[src/rtl/muldiv_sequencer.sv]
// muldiv_sequencer: multi-cycle MIPS mult/div engine owning the Hi/Lo result path.
// Signed multiply uses radix-2 Booth; signed divide uses restoring division on
// magnitudes, with sign correction applied on the last iteration.
// Optional feature macro: MULDIV_UNSIGNED_EN adds op_unsigned (multu/divu).
module muldiv_sequencer #(
  parameter int WIDTH = 32,
  parameter int CNT_W = 6
) (
  input  logic             clock,
  input  logic             reset,
  input  logic             start_mult,
  input  logic             start_div,
`ifdef MULDIV_UNSIGNED_EN
  input  logic             op_unsigned,
`endif
  input  logic [WIDTH-1:0] op_a,
  input  logic [WIDTH-1:0] op_b,
  output logic             busy,
  output logic             done,
  output logic [WIDTH-1:0] hi_out,
  output logic [WIDTH-1:0] lo_out,
  output logic             hi_load,
  output logic             lo_load,
  output logic             divby0
);

  typedef enum logic [1:0] {IDLE, MULT, DIV, DONE} state_t;

  state_t           state, state_n;
  logic [CNT_W-1:0] cnt;
  logic             last;

  // Operand / accumulator state
  logic [WIDTH:0]   acc;     // Booth accumulator, one guard bit for carry/sign
  logic [WIDTH-1:0] mq;      // multiplier, or dividend shifting into quotient
  logic             q_m1;    // Booth q[-1]
  logic [WIDTH-1:0] mcand;   // multiplicand, or divisor magnitude
  logic [WIDTH-1:0] rem;     // partial remainder
  logic             q_neg;
  logic             r_neg;
  logic             dz;      // divide-by-zero in flight
  logic             uns;     // operation latched as unsigned

  logic             op_uns;
  logic             is_zero_b;
  logic [WIDTH-1:0] mag_a, mag_b;

  // Step datapath signals
  logic [WIDTH:0]   addend, sum;
  logic             shift_in;
  logic [WIDTH:0]   acc_n;
  logic [WIDTH-1:0] mq_mul_n;
  logic             qm1_n;
  logic [WIDTH:0]   trial;
  logic [WIDTH+1:0] diff;
  logic             q_bit;
  logic [WIDTH-1:0] rem_n, mq_div_n, quo_fix, rem_fix;

`ifdef MULDIV_UNSIGNED_EN
  assign op_uns = op_unsigned;
`else
  assign op_uns = 1'b0;
`endif

  assign is_zero_b = (op_b == '0);
  assign mag_a     = (!op_uns && op_a[WIDTH-1]) ? -op_a : op_a;
  assign mag_b     = (!op_uns && op_b[WIDTH-1]) ? -op_b : op_b;
  assign last      = (cnt == CNT_W'(WIDTH-1));

  // Status strobes decode straight from state so reset drops them immediately
  assign busy    = (state != IDLE);
  assign done    = (state == DONE);
  assign hi_load = done && !dz;
  assign lo_load = done && !dz;
  assign divby0  = done && dz;

  // One multiply step (Booth or plain shift-add) and one restoring-divide step
  always_comb begin
    addend = '0;
    if (uns) begin
      if (mq[0]) addend = {1'b0, mcand};
    end else begin
      case ({mq[0], q_m1})
        2'b01:   addend = {mcand[WIDTH-1], mcand};
        2'b10:   addend = -{mcand[WIDTH-1], mcand};
        default: addend = '0;
      endcase
    end
    sum      = acc + addend;
    // Unsigned: guard bit is the carry and must shift down with a zero fill
    shift_in = uns ? 1'b0 : sum[WIDTH];
    {acc_n, mq_mul_n, qm1_n} = {shift_in, sum, mq};

    trial = {rem, mq[WIDTH-1]};
    diff  = {1'b0, trial} - {2'b00, mcand};
    q_bit = !diff[WIDTH+1];
    rem_n = q_bit ? diff[WIDTH-1:0] : trial[WIDTH-1:0];
    mq_div_n = {mq[WIDTH-2:0], q_bit};
    quo_fix  = q_neg ? -mq_div_n : mq_div_n;
    rem_fix  = r_neg ? -rem_n : rem_n;
  end

  // State register
  always_ff @(posedge clock or posedge reset) begin
    if (reset) state <= IDLE;
    else       state <= state_n;
  end

  // Next-state logic; a zero divisor spends one DIV cycle so DONE lands after edge k+1
  always_comb begin
    state_n = state;
    case (state)
      IDLE: begin
        if (start_mult)     state_n = MULT;
        else if (start_div) state_n = DIV;
      end
      MULT: if (last) state_n = DONE;
      DIV:  if (dz || last) state_n = DONE;
      DONE: state_n = IDLE;
      default: state_n = IDLE;
    endcase
  end

  // Operand capture, iteration and result commit
  always_ff @(posedge clock or posedge reset) begin
    if (reset) begin
      cnt    <= '0;
      acc    <= '0;
      mq     <= '0;
      q_m1   <= 1'b0;
      mcand  <= '0;
      rem    <= '0;
      q_neg  <= 1'b0;
      r_neg  <= 1'b0;
      dz     <= 1'b0;
      uns    <= 1'b0;
      hi_out <= '0;
      lo_out <= '0;
    end else begin
      case (state)
        IDLE: begin
          if (start_mult) begin
            acc   <= '0;
            mq    <= op_b;
            q_m1  <= 1'b0;
            mcand <= op_a;
            uns   <= op_uns;
            cnt   <= '0;
            dz    <= 1'b0;
          end else if (start_div) begin
            uns <= op_uns;
            cnt <= '0;
            dz  <= is_zero_b;
            if (!is_zero_b) begin
              rem   <= '0;
              mq    <= mag_a;
              mcand <= mag_b;
              q_neg <= !op_uns && (op_a[WIDTH-1] ^ op_b[WIDTH-1]);
              r_neg <= !op_uns && op_a[WIDTH-1];
            end
          end
        end
        MULT: begin
          acc  <= acc_n;
          mq   <= mq_mul_n;
          q_m1 <= qm1_n;
          cnt  <= last ? '0 : cnt + 1'b1;
          if (last) begin
            hi_out <= acc_n[WIDTH-1:0];
            lo_out <= mq_mul_n;
          end
        end
        DIV: begin
          if (!dz) begin
            rem <= rem_n;
            mq  <= mq_div_n;
            cnt <= last ? '0 : cnt + 1'b1;
            if (last) begin
              hi_out <= rem_fix;
              lo_out <= quo_fix;
            end
          end
        end
        default: ;
      endcase
    end
  end

endmodule

[config.mk]
export PLATFORM = sky130hd
export DESIGN_NAME = muldiv_sequencer
export DESIGN_NICKNAME = d
export VERILOG_FILES = /design/src/rtl/muldiv_sequencer.sv
export SDC_FILE = /design/constraint.sdc
export NUM_CORES = 1
export LEC_CHECK = 0
export ABC_AREA = 1
export BUFFER_PORTS_ARGS = -buffer_cell sky130_fd_sc_hd__buf_2
export CELL_PAD_IN_SITES_DETAIL_PLACEMENT = 0
export CELL_PAD_IN_SITES_GLOBAL_PLACEMENT = 1
export CORE_MARGIN = 8
export CORE_UTILIZATION = 48
export CTS_BUF_LIST = sky130_fd_sc_hd__clkbuf_8
export DETAILED_ROUTE_END_ITERATION = 8
export HOLD_SLACK_MARGIN = 0.08
export PLACE_DENSITY = 0.92
export SKIP_CTS_REPAIR_TIMING = 1
export SYNTH_ARGS = -nofsm -noshare
export SYNTH_HDL_FRONTEND = slang
export SYNTH_SLANG_ARGS = --single-unit
[constraint.sdc]
create_clock -name clock -period 18.3 [get_ports clock]
set_input_delay 3.66 -clock clock [delete_from_list [all_inputs] [get_ports clock]]
set_output_delay 3.66 -clock clock [all_outputs]
set_load 0.01 [all_outputs]
* After elaboration in Yosys (flattened, before gate mapping)
Index checks and enable logic that the tools add are counted.
** Word-level totals
- Register bits :: 206
- Bits in latches :: 0
- RAM bits :: 0
- ROM bits :: 0
- Input port bits :: 68
- Output and inout bits :: 69
- Logic and storage cells :: 111
- Memories kept :: 0
** Cells by class
- Add/sub/neg operators :: 8
- $mul :: 0
- Div/mod/pow operators :: 0
- Order comparisons :: 0
- Eq/ne operators :: 17
- Shift-type cells :: 0
- Multiplexer cells :: 48
- Bitwise logic cells :: 3
- Reduce and logical (&&, ||, !) cells :: 22
** Operator list (number)
- $mux 32 :: 23
- $pmux 32 s2 :: 3
- $pmux 33 s2 :: 2
- $neg 32->32 :: 4
- $pmux 32 s3 :: 1
- $mux 33 :: 2
- $sub 33x32->34 :: 1
- $add 33x33->33 :: 1
- $neg 33->33 :: 1
- $logic_not 32->1 :: 1
- $mux 6 :: 4
- $ne 2x2->1 const B :: 9
- $pmux 6 s3 :: 1
- $reduce_and 4->1 :: 3
- $reduce_bool 2->1 :: 5
- $reduce_and 3->1 :: 3
- $mux 2 :: 4
- $pmux 2 s4 :: 1
- $add 6x1->6 const B :: 1
- $eq 2x2->1 const B :: 3
- $eq 6x5->1 const B :: 1
- $mux 1 :: 6
- $ne 3x3->1 const B :: 2
- $reduce_and 5->1 :: 1
- other kinds (10) :: 15

* Longest topological paths before layout
Gate-level depths: netlist (run 1).
- Word-level depth :: 7
- Depth in mapped cells :: 29
- Gate-level depth less buffers :: 29

* Worst setup path before layout (run 1)
OpenSTA, ideal clock, no wires.
- Path type :: input to register
- From :: in op_b[1]
- To :: reg mcand[26]
- Setup time :: 0.130 ns
- Data arrival time :: 5.402 ns
- Data required time :: 18.170 ns
- Slack :: 12.768 ns
- Stages on the path :: 15
- Buffers on the path :: 0
- Cells stage by stage :: inv_1 > ha_1 > nand2_1 > nor3_1 > nand3_1 > nor2_1 > nand3_1 > nor2_1 > nand3_1 > nor2_1 > nor2_1 > nor2_1 > xor2_1 > o21ai_0 > o21ai_0
** On the way
- Cells in the longest elaborated chain, start to end :: 5
- Elaborated cells between the ends (all ways) :: 8
- Those cells by class :: add/sub (1); eq/ne (1); mux (4); reduce/logical (2)
** RTL lines
- start, declared :: RTL line 17 : input logic [WIDTH-1:0] op_b,
- $neg 32->32 :: RTL line 67 : assign mag_b = (!op_uns && op_b[WIDTH-1]) ? -op_b : op_b;
- $mux 32 :: RTL line 67
- $mux 32 :: RTL line 154 : if (!is_zero_b) begin
- $mux 32 :: RTL line 150 : end else if (start_div) begin
- $mux 32 :: RTL line 142 : if (start_mult) begin
- end signal, assigned :: RTL line 146 : mcand <= op_a;
- end signal, assigned :: RTL line 157 : mcand <= mag_b;
- end, declared :: RTL line 37 : logic [WIDTH-1:0] mcand;
Parallel ways exist; a longest one is shown, timed or not. The select of a mux whose other input is x is not followed.
A chain may end at the register's enable or synchronous reset.

* Worst setup path after layout (run 1)
- From :: in op_b[31]
- To :: reg rem[27]
** On the way
- Cells in the longest elaborated chain, start to end :: 3
** RTL lines
- $logic_not 32->1 :: RTL line 65 : assign is_zero_b = (op_b == '0);
- $ne 2x2->1 (no line)
- $reduce_and 5->1 (no line)
- end signal, assigned :: RTL line 175 : rem <= rem_n;
- end, declared :: RTL line 38 : logic [WIDTH-1:0] rem;
Every way passes these cells.

==> results.txt, run 1 <==
----------------------------------------------------
[Synthesis]
  Total nets after synthesis ... between 3,000 and 4,000
  Proportion of netlist area held by the largest area contributor ... 0.276
  Flops & latches, synth ... between 200 and 250
  Synth Instances ... between 2,000 and 3,000
  Number of synthesis warnings ... 0
  Share of synthesized registers carrying an async set or reset ... 1.00
  Netlist cell types ... 60
  Mapped Area ... about 0.018 mm^2
  Post-synthesis sequential area ratio ... 0.276
  Area leader, netlist ... sky130_fd_sc_hd__dfrtp_1
  Dominant synthesized flop cell ... sky130_fd_sc_hd__dfrtp_1
  Number of synthesized flops with an enable pin ... 0
  Post-Syn Area per Cell ... 6.30 um^2
  Largest cells by area after synthesis ... sky130_fd_sc_hd__dfrtp_1 28%, sky130_fd_sc_hd__nand2_1 18%, sky130_fd_sc_hd__inv_1 7.5%

[Worst hold path]
  Hold Startpoint ... hi_out[21]
  Hold WC Path Type ... reg2reg
  Cell depth of the worst hold path ... 2
  Worst-case hold path end point ... hi_out[21]

[STA]
  Worst Setup Slack, final ... 12.37 ns
  Max Clock Freq ... about 170 MHz
  Slew at the pin closest to its max-slew limit ... around 1.2 ns
  Max Transition Viols Final ... 0
  Worst slew margin ... 0.216
  Final period util ... 0.324
  Setup repair after global routing missed its margin ... no
  Final hold viol count ... 0
  Final worst hold slack ... 0.475 ns
  Setup TNS ... 0 ns
  Final clock skew ... around 0.051 ns
  Final count of negative-setup-slack endpoints ... 0
  Period minus WS final ... between 5 and 6 ns

[Place]
  Post-DP HPWL ... around 54,000 um
  Quantity of I/O buffers inserted on ports ... between 100 and 150
  Pre-CTS setup slack ... ~12 ns
  Global placer's final weighted congestion ... 0.987

[CTS]
  Clk pin slew, worst setup/hold paths ... around 0.060 ns
  Clock Sink Count ... slightly above 200
  TritonCTS clock tree ... done
  CTS H-tree depth ... 2
  Maximum clock path buffer count ... 3
  Clk Latency, worst-skew pair ... around 0.61 ns
  Number of buffers created by CTS ... 39
  CTS root buf ... sky130_fd_sc_hd__clkbuf_8

[Die]
  Die width ... 212 um
  Starting utilization of the core area ... 0.482
  Overall die area ... ~0.045 mm^2
  Die H ... ~210 um
  Standard cell core area ... 0.0384 mm^2
  I/O pin cnt ... roughly 140
  Placement Rows ... 72

[Pwr]
  Leakage power of the design ... 10.9 nW
  Largest voltage drop on the vdd net ... 0.0863 mV
  Power density over the cells ... 139 mW/mm^2

[Cells and area]
  Final net count ... 3,165
  Layout-stage area growth over the synthesis result ... 9.58%
  Fill cell count ... 4,097
  Antenna cells ... 0
  Share of post-route cells with drive strength above 1 ... 0.102

[GRT]
  Global-route wire length before repair ... about 110,000 um
  GRT Residual Overflow ... 0
  Maximum number of pins on one net before global-route repair ... ~100
  Vias in the first global route ... between 15,000 and 20,000
  Initial antenna violation count ... 0
  Global-route usage over all layers ... 0.308

[Critical path]
  R2R Path Start ... mcand[1]
  CP Data Arrival Time ... between 6 and 7 ns
  Required time of the critical path ... about 19 ns
  Register-to-register setup slack ... between 10 and 15 ns
  Path type of the worst setup path ... in2reg
  Reg2Reg Depth ... 26
  Critical path endpoint category ... register
  Startpoint Class ... primary input
  Worst reg2reg endpoint ... hi_out[26]
  Largest driver fanout on the critical path ... 31

[Route]
  Via-to-Cell Ratio ... roughly 5.6
  First DRT Iteration DRCs ... 1,914
  Count of vias placed by the detailed router ... 20,000
  Number of iterations in the first detailed-routing pass ... 6
  Wire length reported by the detailed router ... between 60,000 and 70,000 um
  Number of nets with antenna violations after routing ... 0
  DRC violations left ... 0
  Routed length per instance ... roughly 20 um

[Run status]
  Result of the run ... finished clean

[Run]
  Max-cap violation count ... 0

----------------------------------------------------
routing by layer:
layer  vias to the layer above  wire length [um]  GRT usage
met2                       779             32300      0.512
met3                       151              4600     0.0399
met4                         0              4020      0.163
met5                         -                 0          0
met1                      9350             29000      0.387
li1                       9769                 -          -
per-stage QoR:
| step | total power, mW | util | std cells | area (um^2) |
|---|---|---|---|---|
| after floorplan | 1.80 | - | 2937 | 18500 |
| after global placement | 2.30 | 0.507 | 3496 | 19500 |
| after detailed placement | 2.32 | 0.507 | 3496 | 19500 |
| after CTS | 2.80 | 0.528 | 3564 | 20300 |
| after global routing | 3.04 | 0.528 | 3564 | 20300 |
| final | 2.81 | 0.528 | 3564 | 20300 |
state kept, by name (all words and copies together), names as in the netlist:
signal / flops
acc: 32
hi_out: 32
lo_out: 32
mcand: 32
mq: 32
rem: 32
cnt: 6
state: 2
dz: 1
q_m1: 1
q_neg: 1
r_neg: 1
power breakdown:
| part | leakage (nW) | internal [mW] | switching, mW |
|---|---|---|---|
| Clock | 0.443 | 0.256 | 0.219 |
| Sequential | 2.71 | 0.558 | 0.122 |
| Combinational | 7.70 | 0.474 | 1.18 |
Yosys cell counts (13+ instances only):
library cell and count:
sky130_fd_sc_hd__a21oi_1 162, sky130_fd_sc_hd__a22o_1 14, sky130_fd_sc_hd__buf_1 13, sky130_fd_sc_hd__buf_2 17, sky130_fd_sc_hd__clkbuf_1 72, sky130_fd_sc_hd__dfrtp_1 204, sky130_fd_sc_hd__ha_1 76, sky130_fd_sc_hd__inv_1 371
sky130_fd_sc_hd__nand2_1 897, sky130_fd_sc_hd__nand2_2 31, sky130_fd_sc_hd__nand3_1 176, sky130_fd_sc_hd__nand4_1 21, sky130_fd_sc_hd__nor2_1 254, sky130_fd_sc_hd__nor2_2 20, sky130_fd_sc_hd__nor3_1 24, sky130_fd_sc_hd__nor4_1 19
sky130_fd_sc_hd__o211ai_1 62, sky130_fd_sc_hd__o21ai_0 239, sky130_fd_sc_hd__o21ai_1 18, sky130_fd_sc_hd__o221ai_1 21, sky130_fd_sc_hd__o22ai_1 16, sky130_fd_sc_hd__o31ai_1 13, sky130_fd_sc_hd__xnor2_1 17, sky130_fd_sc_hd__xor2_1 61
how the worst max path moves through the flow:
stage	cells past startpoint	slack, ns	start	endpoint
after floorplan	1	9.07	reset	acc[0]
after global placement	11	11.89	op_b[31]	rem[0]
after detailed placement	11	11.81	op_b[31]	rem[0]
after CTS	12	12.41	op_b[31]	rem[28]
after global routing	12	12.04	op_b[31]	rem[25]
final	12	12.37	op_b[31]	rem[27]
area by class of cell:
type | instances | area [um^2] | share of cell area
Timing Repair Buffer | 151 | 793 | 0.0391
Clock buffer | 45 | 619 | 0.0306
Tap cell | 518 | 648 | 0.0320
Multi-Input combinational cell | 2240 | 11500 | 0.566
Inverter | 383 | 1450 | 0.0714
Clock inverter | 23 | 175 | 0.00864
Sequential cell | 204 | 5100 | 0.252
critical path, stage by stage:
cell                       delay, ns
sky130_fd_sc_hd__buf_2          0.24
sky130_fd_sc_hd__inv_2          0.27
sky130_fd_sc_hd__nand2_1        0.09
sky130_fd_sc_hd__or3_1          0.30
sky130_fd_sc_hd__nor4_1         0.19
sky130_fd_sc_hd__nor3b_2        0.38
sky130_fd_sc_hd__nand2_1        0.11
sky130_fd_sc_hd__o211ai_1       0.11
sky130_fd_sc_hd__nor2_2         0.13
sky130_fd_sc_hd__inv_1          0.65
sky130_fd_sc_hd__nand2_1        0.12
sky130_fd_sc_hd__o21ai_0        0.12
cell families (layout without fill, tap and decap cells):
| group | after synthesis | count (layout) | synth area share |
|---|---|---|---|
| fa+ha+maj | 78 | 78 | 0.0536 |
| compound gates | 594 | 594 | 0.187 |
| xor+xnor | 78 | 78 | 0.0369 |
| flops | 204 | 204 | 0.276 |
| buf+inv | 493 | 602 | 0.104 |
| simple gates | 1490 | 1490 | 0.342 |
cell usage in the layout, fill, tap and decap left out, drive strengths merged, types with 3 or more instances in the layout:
cell,Yosys,routed
a22oi,5,5
o21ai,258,258
nor3,29,29
nor2,279,279
clkinvlp,0,3
a21boi,3,3
a31oi,4,4
xor2,61,61
or2,12,12
nand3b,10,10
a22o,14,14
ha,76,76
clkbuf,72,45
o22ai,16,16
buf,38,151
a221oi,5,5
inv,379,392
a21oi,164,164
o31ai,13,13
a211oi,5,5
a21o,12,12
o221ai,21,21
dfrtp,204,204
clkinv,4,9
xnor2,17,17
nor4,19,19
nand4,22,22
nand3,181,181
o211ai,62,62
o311ai,4,4
nand2,934,934
(Power assumes the default switching activity.)
==> inputs of run 2 (changes only) <==
--- a/config.mk
+++ b/config.mk
@@ -5,16 +5,16 @@
 export SDC_FILE = /design/constraint.sdc
 export NUM_CORES = 1
 export LEC_CHECK = 0
-export ABC_AREA = 1
+export ABC_AREA = 0
 export BUFFER_PORTS_ARGS = -buffer_cell sky130_fd_sc_hd__buf_2
 export CELL_PAD_IN_SITES_DETAIL_PLACEMENT = 0
 export CELL_PAD_IN_SITES_GLOBAL_PLACEMENT = 1
 export CORE_MARGIN = 8
-export CORE_UTILIZATION = 48
+export CORE_UTILIZATION = 47
 export CTS_BUF_LIST = sky130_fd_sc_hd__clkbuf_8
 export DETAILED_ROUTE_END_ITERATION = 8
 export HOLD_SLACK_MARGIN = 0.08
-export PLACE_DENSITY = 0.92
+export PLACE_DENSITY = 0.86
 export SKIP_CTS_REPAIR_TIMING = 1
 export SYNTH_ARGS = -nofsm -noshare
 export SYNTH_HDL_FRONTEND = slang
==> constraint.sdc (replaced) <==
create_clock -name clock -period 6.2 [get_ports clock]
set_input_delay 1.24 -clock clock [delete_from_list [all_inputs] [get_ports clock]]
set_output_delay 1.24 -clock clock [all_outputs]
set_load 0.01 [all_outputs]
==> results.txt, run 2 <==
----------------------------------------------------
[Run status]
  Result of the run ... finished clean

[CTS]
  Clock Sink Count ... approximately 200
  Clk Latency, worst-skew pair ... about 0.57 ns
  Number of buffers created by CTS ... 39
  CTS root buf ... sky130_fd_sc_hd__clkbuf_8
  CTS H-tree depth ... 2
  TritonCTS clock tree ... done
  Maximum clock path buffer count ... 3
  Clk pin slew, worst setup/hold paths ... 0.06 ns

[Route]
  Number of iterations in the first detailed-routing pass ... 5
  DRC violations left ... 0
  Routed length per instance ... about 23 um
  Number of nets with antenna violations after routing ... 0
  Wire length reported by the detailed router ... between 60,000 and 70,000 um
  Via-to-Cell Ratio ... roughly 6.3
  Count of vias placed by the detailed router ... roughly 18,000
  First DRT Iteration DRCs ... ~1,700

[Critical path]
  Critical path endpoint category ... register
  CP top delay family ... compound AO/OA/AOI/OAI gates
  Slowest cell delay on critical path ... a little under 0.6 ns
  Critical path buffers and inverters ... 1
  CP Data Arrival Time ... between 6 and 7 ns
  Path type of the worst setup path ... reg2reg
  Required time of the critical path ... 6.68 ns
  Startpoint Class ... register
  Register-to-register setup slack ... 0.49 ns
  Chain of cells forming the critical path ... or3_1, nor3b_2, nand3_1, nor3_1, nand4_1, a311oi_1, ha_1, and3_1, and3_1, a2111oi_0, buf_4, o311ai_0, a31o_2, a31oi_1, o21ai_0, nor3_1, o21ai_0, o211ai_1
  Crit path max-delay cell type ... sky130_fd_sc_hd__a311oi_1
  Largest driver fanout on the critical path ... 6

[STA]
  Final clock skew ... around 0.029 ns
  Final count of negative-setup-slack endpoints ... 0
  Worst Setup Slack, final ... slightly below 0.5 ns
  Final period util ... 0.921
  Final worst hold slack ... ~0.47 ns
  Setup repair after global routing missed its margin ... no
  Worst slew margin ... 0.241
  Slew at the pin closest to its max-slew limit ... approximately 1.1 ns
  Setup TNS ... 0 ns
  Max Transition Viols Final ... 0
  Max Clock Freq ... roughly 180 MHz
  Period minus WS final ... 5.71 ns
  Final hold viol count ... 0

[Pwr]
  Largest voltage drop on the vdd net ... approximately 0.37 mV
  Leakage power of the design ... between 8 and 9 nW
  Final Total Pwr ... 9.98 mW
  Power density over the cells ... approximately 520 mW/mm^2

[Cells and area]
  Fraction of the core area covered by cells at the end of the flow ... 0.530
  Layout-stage area growth over the synthesis result ... 11.4%
  Design Area, Final ... 0.0193 mm^2
  Final net count ... approximately 2,500
  Fill cell count ... around 3,600
  Share of post-route cells with drive strength above 1 ... 0.119
  Most frequent cells in the layout ... 311 x sky130_fd_sc_hd__nand2_1, 254 x sky130_fd_sc_hd__o21ai_0, 204 x sky130_fd_sc_hd__dfrtp_1
  Non-filler instance count after layout ... 2,813
  Leading cell type in the layout, fill and taps excluded ... sky130_fd_sc_hd__nand2_1

[Place]
  Quantity of I/O buffers inserted on ports ... 136
  Global placer's final weighted congestion ... about 0.94
  Number of placed cells counting well taps ... 2,741
  Placed standard-cell area ... 0.0183 mm^2
  Pre-CTS setup slack ... approximately 0.46 ns
  Post-DP HPWL ... 48,700 um

[Die]
  Starting utilization of the core area ... 0.476
  Die H ... around 210 um
  Placement Rows ... 70
  I/O pin cnt ... 137
  Die width ... about 210 um
  Standard cell core area ... ~0.037 mm^2
  Overall die area ... roughly 0.043 mm^2

[GRT]
  Maximum number of pins on one net before global-route repair ... 178
  Global-route wire length before repair ... 97,900 um
  Vias in the first global route ... around 17,000
  Initial antenna violation count ... 2
  GRT Residual Overflow ... 0
  Global-route usage over all layers ... 0.283

[Synthesis]
  Top cell types by occurrence after synthesis ... 311 x sky130_fd_sc_hd__nand2_1, 254 x sky130_fd_sc_hd__o21ai_0, 204 x sky130_fd_sc_hd__dfrtp_1
  Post-synthesis sequential area ratio ... 0.294
  Flops & latches, synth ... 204
  Share of synthesized registers carrying an async set or reset ... 1.00
  Synth Instances ... around 2,300
  Dominant synthesized flop cell ... sky130_fd_sc_hd__dfrtp_1
  Number of synthesis warnings ... 0
  Post-Syn Area per Cell ... 7.71 um^2
  Largest cells by area after synthesis ... sky130_fd_sc_hd__dfrtp_1 29%, sky130_fd_sc_hd__o21ai_0 7.3%, sky130_fd_sc_hd__nand2_1 6.7%
  Top-count cell post-synth ... sky130_fd_sc_hd__nand2_1
  Mapped Area ... 0.0174 mm^2
  Area leader, netlist ... sky130_fd_sc_hd__dfrtp_1
  Proportion of netlist area held by the largest area contributor ... 0.294
  Netlist cell types ... 88
  Number of synthesized flops with an enable pin ... 0
  Total nets after synthesis ... ~2,400

[Run]
  Max-cap violation count ... 0

[Worst hold path]
  Hold WC Path Type ... reg2reg

----------------------------------------------------
run 2: cell count changes after synthesis, moves of 30 or more:
cell,change
sky130_fd_sc_hd__o211ai_1,-51
sky130_fd_sc_hd__o31ai_1,+44
sky130_fd_sc_hd__inv_1,-303
sky130_fd_sc_hd__nor3_1,+30
sky130_fd_sc_hd__xor2_1,+30
sky130_fd_sc_hd__nand2_1,-586
sky130_fd_sc_hd__a211oi_1,+40
sky130_fd_sc_hd__xnor2_1,+35
sky130_fd_sc_hd__nand2_2,-31
sky130_fd_sc_hd__mux2i_1,+50
sky130_fd_sc_hd__nand3_1,-134
sky130_fd_sc_hd__clkbuf_1,+39
sky130_fd_sc_hd__nor2_1,-52
run 2: where the power goes:
group	switching, mW	total (mW)	internal (mW)	leakage [nW]
combinational	3.96	6.07	2.10	5.31
clock	0.637	1.72	1.09	0.533
sequential	0.530	2.19	1.66	2.56
run 2: tightest hold or removal path, delay by kind of cell, from the launching register on:
family	cells	cell delay, ns
DFF	1	0.34
AOI/OAI and AO/OA	1	0.06
and+or+nand+nor	1	0.04
run 2: final cells by class:
class / instances / area, um^2 / share of cell area
multi-input cells: 1837 / 11500 / 0.594
flip-flops and latches: 204 / 5100 / 0.264
repair buffers: 162 / 903 / 0.0467
clock buffers: 45 / 619 / 0.0320
well taps: 468 / 586 / 0.0303
clock inverters: 26 / 379 / 0.0196
inverters: 70 / 267 / 0.0138
diodes: 1 / 2.50 / 0.000129
run 2: final timing paths:
check	start	end	cells past startpoint
max	mcand[3]	hi_out[31]	18
min	lo_out[27]	lo_out[27]	2
max reg2reg	mcand[3]	hi_out[31]	18
min reg2reg	lo_out[27]	lo_out[27]	2
max in group asynchronous	reset	cnt[3]	3
min in group asynchronous	reset	hi_out[14]	2
run 2: kinds of logic after synthesis:
kind of cell / share of synthesized area
multiplexers: 0.0424
buffers and inverters: 0.0477
flip-flops: 0.294
AO/OA/AOI/OAI: 0.283
AND/OR/NAND/NOR: 0.204
adder cells (fa/ha/maj): 0.0570
XOR/XNOR: 0.0721
run 2: routing by layer:
metal	track usage	vias to the layer above	part of all wire
met5	0	-	0.00019
met2	0.480	660	0.48
met1	0.351	8501	0.41
met3	0.0394	151	0.058
met4	0.133	2	0.049
li1	-	8362	-
